$ cat src/rtl/axi_lite_if.sv
`default_nettype none
// ------------------------------------------------------------------
// axi_lite_if: AXI-Lite bundle (AR/R/AW/W/B) shared by masters and slaves. Rev 1.0
// ------------------------------------------------------------------
interface axi_lite_if #(
  parameter int ADDR_W = 32,
  parameter int DATA_W = 32
);
  logic [ADDR_W-1:0]   araddr;
  logic                arvalid;
  logic                arready;
  logic [DATA_W-1:0]   rdata;
  logic [1:0]          rresp;
  logic                rvalid;
  logic                rready;
  logic [ADDR_W-1:0]   awaddr;
  logic                awvalid;
  logic                awready;
  logic [DATA_W-1:0]   wdata;
  logic [DATA_W/8-1:0] wmask;
  logic                wvalid;
  logic                wready;
  logic [1:0]          bresp;
  logic                bvalid;
  logic                bready;

  modport master (
    output araddr, arvalid, input arready,
    input  rdata, rresp, rvalid, output rready,
    output awaddr, awvalid, input awready,
    output wdata, wmask, wvalid, input wready,
    input  bresp, bvalid, output bready
  );

  modport slave (
    input  araddr, arvalid, output arready,
    output rdata, rresp, rvalid, input rready,
    input  awaddr, awvalid, output awready,
    input  wdata, wmask, wvalid, output wready,
    output bresp, bvalid, input bready
  );
endinterface
`default_nettype wire

$ cat src/rtl/axi_lite_arbiter.sv
`default_nettype none
// ------------------------------------------------------------------
// axi_lite_arbiter: 2:1 AXI-Lite arbiter, one transaction in flight at a time.
// Define AXI_LITE_ARBITER_RR_EN for round-robin tie-break (default: fixed). Rev 1.0
// ------------------------------------------------------------------
module axi_lite_arbiter #(
  parameter int DEFAULT_GRANT = 0
) (
  input  logic       clk,
  input  logic       reset,
  axi_lite_if.slave  m0,
  axi_lite_if.slave  m1,
  axi_lite_if.master s
);
  localparam logic c_def_grant = (DEFAULT_GRANT != 0);

  typedef enum logic [2:0] {
    IDLE    = 3'd0,
    RD_ADDR = 3'd1,
    RD_DATA = 3'd2,
    WR_ADDR = 3'd3,
    WR_RESP = 3'd4
  } state_t;

  state_t r_state;
  logic   r_owner;
  logic   r_aw_done;
  logic   r_w_done;
`ifdef AXI_LITE_ARBITER_RR_EN
  logic   r_ptr;
`endif

  logic        w_req0, w_req1, w_winner, w_win_arvalid;
  logic        w_own_arvalid, w_own_awvalid, w_own_wvalid, w_own_rready, w_own_bready;
  logic [31:0] w_own_araddr, w_own_awaddr, w_own_wdata;
  logic [3:0]  w_own_wmask;
  logic        w_aw_fin, w_w_fin;

  assign w_req0 = m0.arvalid | m0.awvalid;
  assign w_req1 = m1.arvalid | m1.awvalid;

  always_comb begin
    w_winner = w_req1;
    if (w_req0 && w_req1) begin
`ifdef AXI_LITE_ARBITER_RR_EN
      w_winner = r_ptr;
`else
      w_winner = c_def_grant;
`endif
    end
  end

  assign w_win_arvalid = w_winner ? m1.arvalid : m0.arvalid;

  assign w_own_arvalid = r_owner ? m1.arvalid : m0.arvalid;
  assign w_own_araddr  = r_owner ? m1.araddr  : m0.araddr;
  assign w_own_rready  = r_owner ? m1.rready  : m0.rready;
  assign w_own_awvalid = r_owner ? m1.awvalid : m0.awvalid;
  assign w_own_awaddr  = r_owner ? m1.awaddr  : m0.awaddr;
  assign w_own_wvalid  = r_owner ? m1.wvalid  : m0.wvalid;
  assign w_own_wdata   = r_owner ? m1.wdata   : m0.wdata;
  assign w_own_wmask   = r_owner ? m1.wmask   : m0.wmask;
  assign w_own_bready  = r_owner ? m1.bready  : m0.bready;

  // A channel counts as finished once its flag is set or it handshakes this cycle.
  assign w_aw_fin = r_aw_done | (s.awvalid & s.awready);
  assign w_w_fin  = r_w_done  | (s.wvalid  & s.wready);

  always_ff @(posedge clk or negedge reset) begin
    if (!reset) begin
      r_state   <= IDLE;
      r_owner   <= c_def_grant;
      r_aw_done <= 1'b0;
      r_w_done  <= 1'b0;
`ifdef AXI_LITE_ARBITER_RR_EN
      r_ptr     <= c_def_grant;
`endif
    end else begin
      case (r_state)
        IDLE: begin
          if (w_req0 || w_req1) begin
            r_owner <= w_winner;
            r_state <= w_win_arvalid ? RD_ADDR : WR_ADDR;
`ifdef AXI_LITE_ARBITER_RR_EN
            r_ptr   <= ~w_winner;
`endif
          end
        end
        RD_ADDR: begin
          if (s.arvalid && s.arready) r_state <= RD_DATA;
        end
        RD_DATA: begin
          if (s.rvalid && w_own_rready) r_state <= IDLE;
        end
        WR_ADDR: begin
          r_aw_done <= w_aw_fin;
          r_w_done  <= w_w_fin;
          if (w_aw_fin && w_w_fin) r_state <= WR_RESP;
        end
        WR_RESP: begin
          if (s.bvalid && w_own_bready) begin
            r_state   <= IDLE;
            r_aw_done <= 1'b0;
            r_w_done  <= 1'b0;
          end
        end
        default: r_state <= IDLE;
      endcase
    end
  end

  always_comb begin
    s.arvalid  = 1'b0;
    s.araddr   = '0;
    s.rready   = 1'b0;
    s.awvalid  = 1'b0;
    s.awaddr   = '0;
    s.wvalid   = 1'b0;
    s.wdata    = '0;
    s.wmask    = '0;
    s.bready   = 1'b0;
    m0.arready = 1'b0;
    m0.rvalid  = 1'b0;
    m0.rdata   = '0;
    m0.rresp   = '0;
    m0.awready = 1'b0;
    m0.wready  = 1'b0;
    m0.bvalid  = 1'b0;
    m0.bresp   = '0;
    m1.arready = 1'b0;
    m1.rvalid  = 1'b0;
    m1.rdata   = '0;
    m1.rresp   = '0;
    m1.awready = 1'b0;
    m1.wready  = 1'b0;
    m1.bvalid  = 1'b0;
    m1.bresp   = '0;
    case (r_state)
      RD_ADDR: begin
        s.arvalid = w_own_arvalid;
        s.araddr  = w_own_araddr;
        if (r_owner) m1.arready = s.arready;
        else         m0.arready = s.arready;
      end
      RD_DATA: begin
        s.rready = w_own_rready;
        if (r_owner) begin
          m1.rvalid = s.rvalid;
          m1.rdata  = s.rdata;
          m1.rresp  = s.rresp;
        end else begin
          m0.rvalid = s.rvalid;
          m0.rdata  = s.rdata;
          m0.rresp  = s.rresp;
        end
      end
      WR_ADDR: begin
        s.awvalid = w_own_awvalid & ~r_aw_done;
        s.awaddr  = w_own_awaddr;
        s.wvalid  = w_own_wvalid & ~r_w_done;
        s.wdata   = w_own_wdata;
        s.wmask   = w_own_wmask;
        if (r_owner) begin
          m1.awready = s.awready & ~r_aw_done;
          m1.wready  = s.wready & ~r_w_done;
        end else begin
          m0.awready = s.awready & ~r_aw_done;
          m0.wready  = s.wready & ~r_w_done;
        end
      end
      WR_RESP: begin
        s.bready = w_own_bready;
        if (r_owner) begin
          m1.bvalid = s.bvalid;
          m1.bresp  = s.bresp;
        end else begin
          m0.bvalid = s.bvalid;
          m0.bresp  = s.bresp;
        end
      end
      default: ;
    endcase
  end
endmodule
`default_nettype wire

$ cat src/flat_wrapper.sv
// flat-port wrapper written by rule: the top's interface ports become plain ports
module axi_lite_arbiter_flat 
#(
  parameter int DEFAULT_GRANT = 0
)
  (clk, reset, m0_araddr, m0_arvalid, m0_arready, m0_rdata, m0_rresp, m0_rvalid, m0_rready, m0_awaddr, m0_awvalid, m0_awready, m0_wdata, m0_wmask, m0_wvalid, m0_wready, m0_bresp, m0_bvalid, m0_bready, m1_araddr, m1_arvalid, m1_arready, m1_rdata, m1_rresp, m1_rvalid, m1_rready, m1_awaddr, m1_awvalid, m1_awready, m1_wdata, m1_wmask, m1_wvalid, m1_wready, m1_bresp, m1_bvalid, m1_bready, s_araddr, s_arvalid, s_arready, s_rdata, s_rresp, s_rvalid, s_rready, s_awaddr, s_awvalid, s_awready, s_wdata, s_wmask, s_wvalid, s_wready, s_bresp, s_bvalid, s_bready);
  axi_lite_if m0_i ();
  axi_lite_if m1_i ();
  axi_lite_if s_i ();
  input  logic clk;
  input  logic reset;
  input wire logic [$bits(m0_i.araddr)-1:0] m0_araddr;
  input wire logic [$bits(m0_i.arvalid)-1:0] m0_arvalid;
  output wire logic [$bits(m0_i.arready)-1:0] m0_arready;
  output wire logic [$bits(m0_i.rdata)-1:0] m0_rdata;
  output wire logic [$bits(m0_i.rresp)-1:0] m0_rresp;
  output wire logic [$bits(m0_i.rvalid)-1:0] m0_rvalid;
  input wire logic [$bits(m0_i.rready)-1:0] m0_rready;
  input wire logic [$bits(m0_i.awaddr)-1:0] m0_awaddr;
  input wire logic [$bits(m0_i.awvalid)-1:0] m0_awvalid;
  output wire logic [$bits(m0_i.awready)-1:0] m0_awready;
  input wire logic [$bits(m0_i.wdata)-1:0] m0_wdata;
  input wire logic [$bits(m0_i.wmask)-1:0] m0_wmask;
  input wire logic [$bits(m0_i.wvalid)-1:0] m0_wvalid;
  output wire logic [$bits(m0_i.wready)-1:0] m0_wready;
  output wire logic [$bits(m0_i.bresp)-1:0] m0_bresp;
  output wire logic [$bits(m0_i.bvalid)-1:0] m0_bvalid;
  input wire logic [$bits(m0_i.bready)-1:0] m0_bready;
  input wire logic [$bits(m1_i.araddr)-1:0] m1_araddr;
  input wire logic [$bits(m1_i.arvalid)-1:0] m1_arvalid;
  output wire logic [$bits(m1_i.arready)-1:0] m1_arready;
  output wire logic [$bits(m1_i.rdata)-1:0] m1_rdata;
  output wire logic [$bits(m1_i.rresp)-1:0] m1_rresp;
  output wire logic [$bits(m1_i.rvalid)-1:0] m1_rvalid;
  input wire logic [$bits(m1_i.rready)-1:0] m1_rready;
  input wire logic [$bits(m1_i.awaddr)-1:0] m1_awaddr;
  input wire logic [$bits(m1_i.awvalid)-1:0] m1_awvalid;
  output wire logic [$bits(m1_i.awready)-1:0] m1_awready;
  input wire logic [$bits(m1_i.wdata)-1:0] m1_wdata;
  input wire logic [$bits(m1_i.wmask)-1:0] m1_wmask;
  input wire logic [$bits(m1_i.wvalid)-1:0] m1_wvalid;
  output wire logic [$bits(m1_i.wready)-1:0] m1_wready;
  output wire logic [$bits(m1_i.bresp)-1:0] m1_bresp;
  output wire logic [$bits(m1_i.bvalid)-1:0] m1_bvalid;
  input wire logic [$bits(m1_i.bready)-1:0] m1_bready;
  output wire logic [$bits(s_i.araddr)-1:0] s_araddr;
  output wire logic [$bits(s_i.arvalid)-1:0] s_arvalid;
  input wire logic [$bits(s_i.arready)-1:0] s_arready;
  input wire logic [$bits(s_i.rdata)-1:0] s_rdata;
  input wire logic [$bits(s_i.rresp)-1:0] s_rresp;
  input wire logic [$bits(s_i.rvalid)-1:0] s_rvalid;
  output wire logic [$bits(s_i.rready)-1:0] s_rready;
  output wire logic [$bits(s_i.awaddr)-1:0] s_awaddr;
  output wire logic [$bits(s_i.awvalid)-1:0] s_awvalid;
  input wire logic [$bits(s_i.awready)-1:0] s_awready;
  output wire logic [$bits(s_i.wdata)-1:0] s_wdata;
  output wire logic [$bits(s_i.wmask)-1:0] s_wmask;
  output wire logic [$bits(s_i.wvalid)-1:0] s_wvalid;
  input wire logic [$bits(s_i.wready)-1:0] s_wready;
  input wire logic [$bits(s_i.bresp)-1:0] s_bresp;
  input wire logic [$bits(s_i.bvalid)-1:0] s_bvalid;
  output wire logic [$bits(s_i.bready)-1:0] s_bready;
  assign m0_i.araddr = m0_araddr;
  assign m0_i.arvalid = m0_arvalid;
  assign m0_arready = m0_i.arready;
  assign m0_rdata = m0_i.rdata;
  assign m0_rresp = m0_i.rresp;
  assign m0_rvalid = m0_i.rvalid;
  assign m0_i.rready = m0_rready;
  assign m0_i.awaddr = m0_awaddr;
  assign m0_i.awvalid = m0_awvalid;
  assign m0_awready = m0_i.awready;
  assign m0_i.wdata = m0_wdata;
  assign m0_i.wmask = m0_wmask;
  assign m0_i.wvalid = m0_wvalid;
  assign m0_wready = m0_i.wready;
  assign m0_bresp = m0_i.bresp;
  assign m0_bvalid = m0_i.bvalid;
  assign m0_i.bready = m0_bready;
  assign m1_i.araddr = m1_araddr;
  assign m1_i.arvalid = m1_arvalid;
  assign m1_arready = m1_i.arready;
  assign m1_rdata = m1_i.rdata;
  assign m1_rresp = m1_i.rresp;
  assign m1_rvalid = m1_i.rvalid;
  assign m1_i.rready = m1_rready;
  assign m1_i.awaddr = m1_awaddr;
  assign m1_i.awvalid = m1_awvalid;
  assign m1_awready = m1_i.awready;
  assign m1_i.wdata = m1_wdata;
  assign m1_i.wmask = m1_wmask;
  assign m1_i.wvalid = m1_wvalid;
  assign m1_wready = m1_i.wready;
  assign m1_bresp = m1_i.bresp;
  assign m1_bvalid = m1_i.bvalid;
  assign m1_i.bready = m1_bready;
  assign s_araddr = s_i.araddr;
  assign s_arvalid = s_i.arvalid;
  assign s_i.arready = s_arready;
  assign s_i.rdata = s_rdata;
  assign s_i.rresp = s_rresp;
  assign s_i.rvalid = s_rvalid;
  assign s_rready = s_i.rready;
  assign s_awaddr = s_i.awaddr;
  assign s_awvalid = s_i.awvalid;
  assign s_i.awready = s_awready;
  assign s_wdata = s_i.wdata;
  assign s_wmask = s_i.wmask;
  assign s_wvalid = s_i.wvalid;
  assign s_i.wready = s_wready;
  assign s_i.bresp = s_bresp;
  assign s_i.bvalid = s_bvalid;
  assign s_bready = s_i.bready;
  axi_lite_arbiter #(.DEFAULT_GRANT(DEFAULT_GRANT)) u_core (.clk(clk), .reset(reset), .m0(m0_i), .m1(m1_i), .s(s_i));
endmodule
$ cat config.mk
export PLATFORM = sky130hd
export DESIGN_NAME = axi_lite_arbiter_flat
export DESIGN_NICKNAME = d
export VERILOG_FILES = /design/src/rtl/axi_lite_if.sv /design/src/rtl/axi_lite_arbiter.sv /design/src/flat_wrapper.sv
export SDC_FILE = /design/constraint.sdc
export NUM_CORES = 1
export LEC_CHECK = 0
export ABC_CLOCK_PERIOD_IN_PS = 1700
export CAP_MARGIN = 20
export CORE_AREA = 2 2 171 173
export CTS_BUF_LIST = sky130_fd_sc_hd__clkbuf_4
export CTS_CLUSTER_SIZE = 28
export DETAILED_ROUTE_END_ITERATION = 16
export DIE_AREA = 0 0 173 175
export HOLD_SLACK_MARGIN = 0.12
export PLACE_DENSITY = 0.43
export SLEW_MARGIN = 20
export SYNTH_ARGS = -nofsm -noshare
export SYNTH_HDL_FRONTEND = slang
export SYNTH_SLANG_ARGS = --single-unit
$ cat constraint.sdc
create_clock -name clk -period 1.7 [get_ports clk]
set_input_delay 0.34 -clock clk [delete_from_list [all_inputs] [get_ports clk]]
set_output_delay 0.34 -clock clk [all_outputs]
set_load 0.01 [all_outputs]
==> flow_summary.json <==
{
  "status": "finished, violations left",
  "violations": "setup timing",
  "holdBufCountCts": 0,
  "drive_above_1_share_pct": 52.4,
  "io_pins": 440,
  "r2r_cells": 6,
  "cp_max_fo": 8,
  "yosys_register_bits": 6,
  "crit_path_frequent_cell": "buf_6",
  "power_frac_comb_pct": 95.5,
  "crit_path_start_kind": "flop",
  "finalHoldViolCount": 0,
  "skew_ns": 0.0136,
  "clkTransAtPathRegs_ns": 0.06,
  "fin_ws_ns": -0.358,
  "detail-route-antenna-nets": 0,
  "row_count": 62,
  "clk_path_buf_depth": 2,
  "ir_drop_mv": 0.558,
  "syn_inst": 377,
  "crit_path_end_kind": "primary output",
  "synth-seq-area-share_pct": 5.89,
  "max-cap-violations": 0,
  "grt_use_total_pct": 12.1,
  "leakage_nw": 4.06,
  "vias_per_cell": 3.73,
  "timing.rr.start": "u_core.r_owner",
  "syn_to_final_growth_pct": 261,
  "grt_setup_unrepaired": "true",
  "setup_tns_ns": -40.76,
  "cp_data_required_time_ns": 1.36,
  "switching_share_pct": 42.8,
  "tightest_slew_ns": 0.462,
  "total_power_w": 0.0121,
  "syn-cell-area_um2": 2550,
  "cp_slowest_cell": "dfrtp_2",
  "reg2reg_slack_ns": -0.17,
  "post-route-drc-count": 0,
  "powerDensity_nw_per_um2": 1320,
  "die_x_um": 173,
  "clock_latency_ns": 0.26,
  "numCtsBuffers": 3,
  "cts_root_buffer": "clkbuf_4",
  "hpwlAfterDp_um": 16000,
  "port_buffers": 439,
  "initial_core_util_pct": 8.97,
  "antennaDiodeCount": 0,
  "grt_max_degree": 31,
  "gp_congestion": 0.825,
  "drt_iter0_drc": 93,
  "path_class": "flop to primary output",
  "worstPathCellList": "nor2_4, buf_6, and3_4, clkbuf_16, and2_4, buf_6",
  "relSlewSlack_pct": 69.0,
  "p_int_w": 0.00692,
  "max_freq_mhz": 486,
  "wirelength_um": 22400,
  "clock_sinks": 6,
  "clkPwrFrac_pct": 1.4,
  "wl_per_cell_um": 17.6,
  "post-route-util_pct": 32.4,
  "period_minus_slack_ns": 2.06,
  "p_seq_share_pct": 3.1,
  "fin_nets": 1143,
  "grt_pass1_wl_um": 28500,
  "antenna_found_initial": 0,
  "die_y_um": 175,
  "setup_viol_count_final": 190,
  "min_period_over_period_pct": 121,
  "r2r_end": "u_core.r_state[1]",
  "drt-pass1-iter-count": 4,
  "dieArea_um2": 30300,
  "yosysUniqueCellTypes": 27,
  "synth.net_count": 630,
  "cp.arrival_ns": 1.72,
  "crit_path_max_incr_delay_ns": 0.44,
  "grt_pass1_vias": 4754,
  "vias": 4743,
  "h-tree-depth": 1,
  "synth_warnings": 0,
  "grt-ovfl-total": 0,
  "final_max_slew_viol_count": 0,
  "cts_tree": "built",
  "hold_path.class": "primary input to async pin",
  "power_switching_w": 0.00518,
  "syn_avg_cell_area_um2": 6.76,
  "coreArea_um2": 28400
}
==> logic make-up after synthesis <==
| kind of cell | synth area share [%] |
|---|---|
| AO/OA/AOI/OAI | 4.67 |
| buffers and inverters | 6.58 |
| flip-flops | 5.89 |
| multiplexers | 41.3 |
| AND/OR/NAND/NOR | 41.6 |
==> what timing repair did <==
action | in CTS | in global routing
buffers inserted | 19 | 22
gates resized for setup | 646 | 469
endpoints found under the setup margin | 190 | 190
pin swaps | 12 | 58
cloned | 8 | 13
==> placed cells by master, fill, tap and decap left out, types with 5 or more instances in the layout <==
master           count
nor2_2              17
clkdlybuf4s50_1    252
nand2_1              5
and3_1               5
buf_6              117
buf_8                6
nor2_4              33
and2_4              64
clkbuf_16           10
nor2_1              64
clkbuf_2            19
and2_1              11
buf_4               52
mux2i_2             26
mux2i_1             60
buf_16               7
mux2i_4             18
buf_12              13
buf_2               64
==> cells in the mapped netlist <==
library cell	instances	area share, %
nor2_1	113	17
mux2i_1	104	41
and2_1	75	18
buf_2	17	3.3
clkbuf_1	16	2.4
and3_1	8	2.0
nand2_1	8	1.2
dfrtp_1	6	5.9
a22o_1	4	1.4
nor2b_1	4	0.98
a21oi_1	2	0.39
buf_6	2	0.88
nor3_1	2	0.39
o21a_1	2	0.59
o21ai_0	2	0.39
a221oi_2	1	0.59
mux2_2	1	0.44
nand2b_1	1	0.25
nand3_1	1	0.20
nand3b_4	1	0.79
nor2_2	1	0.25
nor4_1	1	0.25
o211ai_1	1	0.29
o22a_1	1	0.34
o31ai_1	1	0.29
o32a_1	1	0.39
or2_1	1	0.25
==> through the flow <==
stage               hold WS (ns)  instances  cell area (um2)  setup slack (ns)
finish                     0.329       1273             9190            -0.358
global route               0.348       1273             9190            -0.410
CTS                        0.332       1245             7820            -0.378
detailed placement         0.560       1214             7740            -0.636
global placement           0.553       1214             7740            -0.631
floorplan                 0.0444        377             2550            0.0703
==> critical path, delay by kind of cell, from the launching register on <==
family | cells | cell delay (ns)
AND/OR/NAND/NOR | 3 | 0.62
flip-flops | 1 | 0.44
buffers and inverters | 3 | 0.40
==> how the worst max path moves through the flow <==
stage                      startpoint           end  slack, ns  depth (start not counted)
floorplan           u_core.r_state[0]  m1_rdata[10]       0.07                          6
global placement            m1_wvalid      s_wvalid      -0.63                          5
detailed placement          m1_wvalid      s_wvalid      -0.64                          5
CTS                 u_core.r_state[2]  m0_rdata[30]      -0.38                          9
global route        u_core.r_state[0]   m1_rdata[8]      -0.41                          6
finish              u_core.r_state[0]  m1_rdata[28]      -0.36                          6
==> flip-flops by register name (all words and copies together) (netlist names) <==
name / cells
u_core.r_aw_done: 1
u_core.r_owner: 1
u_core.r_w_done: 1
u_core.r_state: 3
==> power groups by stage <==
stage                     logic, W  clock network (W)  registers (W)
final                       0.0116           0.000171       0.000372
after global routing        0.0122           0.000184       0.000381
after CTS                  0.00865           0.000178       0.000327
after detailed placement   0.00773                  0       0.000319
after global placement     0.00777                  0       0.000319
after floorplan            0.00363                  0       0.000245
==> layer usage <==
layer	vias up	global-route usage (%)	wire, um	part of all wire [%]
li1	2286	-	-	-
met4	0	2.97	563	2.5
met2	300	23.3	12200	54
met1	2127	13.1	7980	36
met3	30	3.00	1650	7.4
met5	-	0	0	0
==> area by class of cell <==
class	count	area (um2)
Tap cell	384	480
Timing Repair Buffer	543	5470
Clock buffer	4	30.0
Sequential cell	6	158
Fill cell	2998	19200
Multi-Input combinational cell	336	3050
No activity file was read; power rests on OpenSTA's default activity.
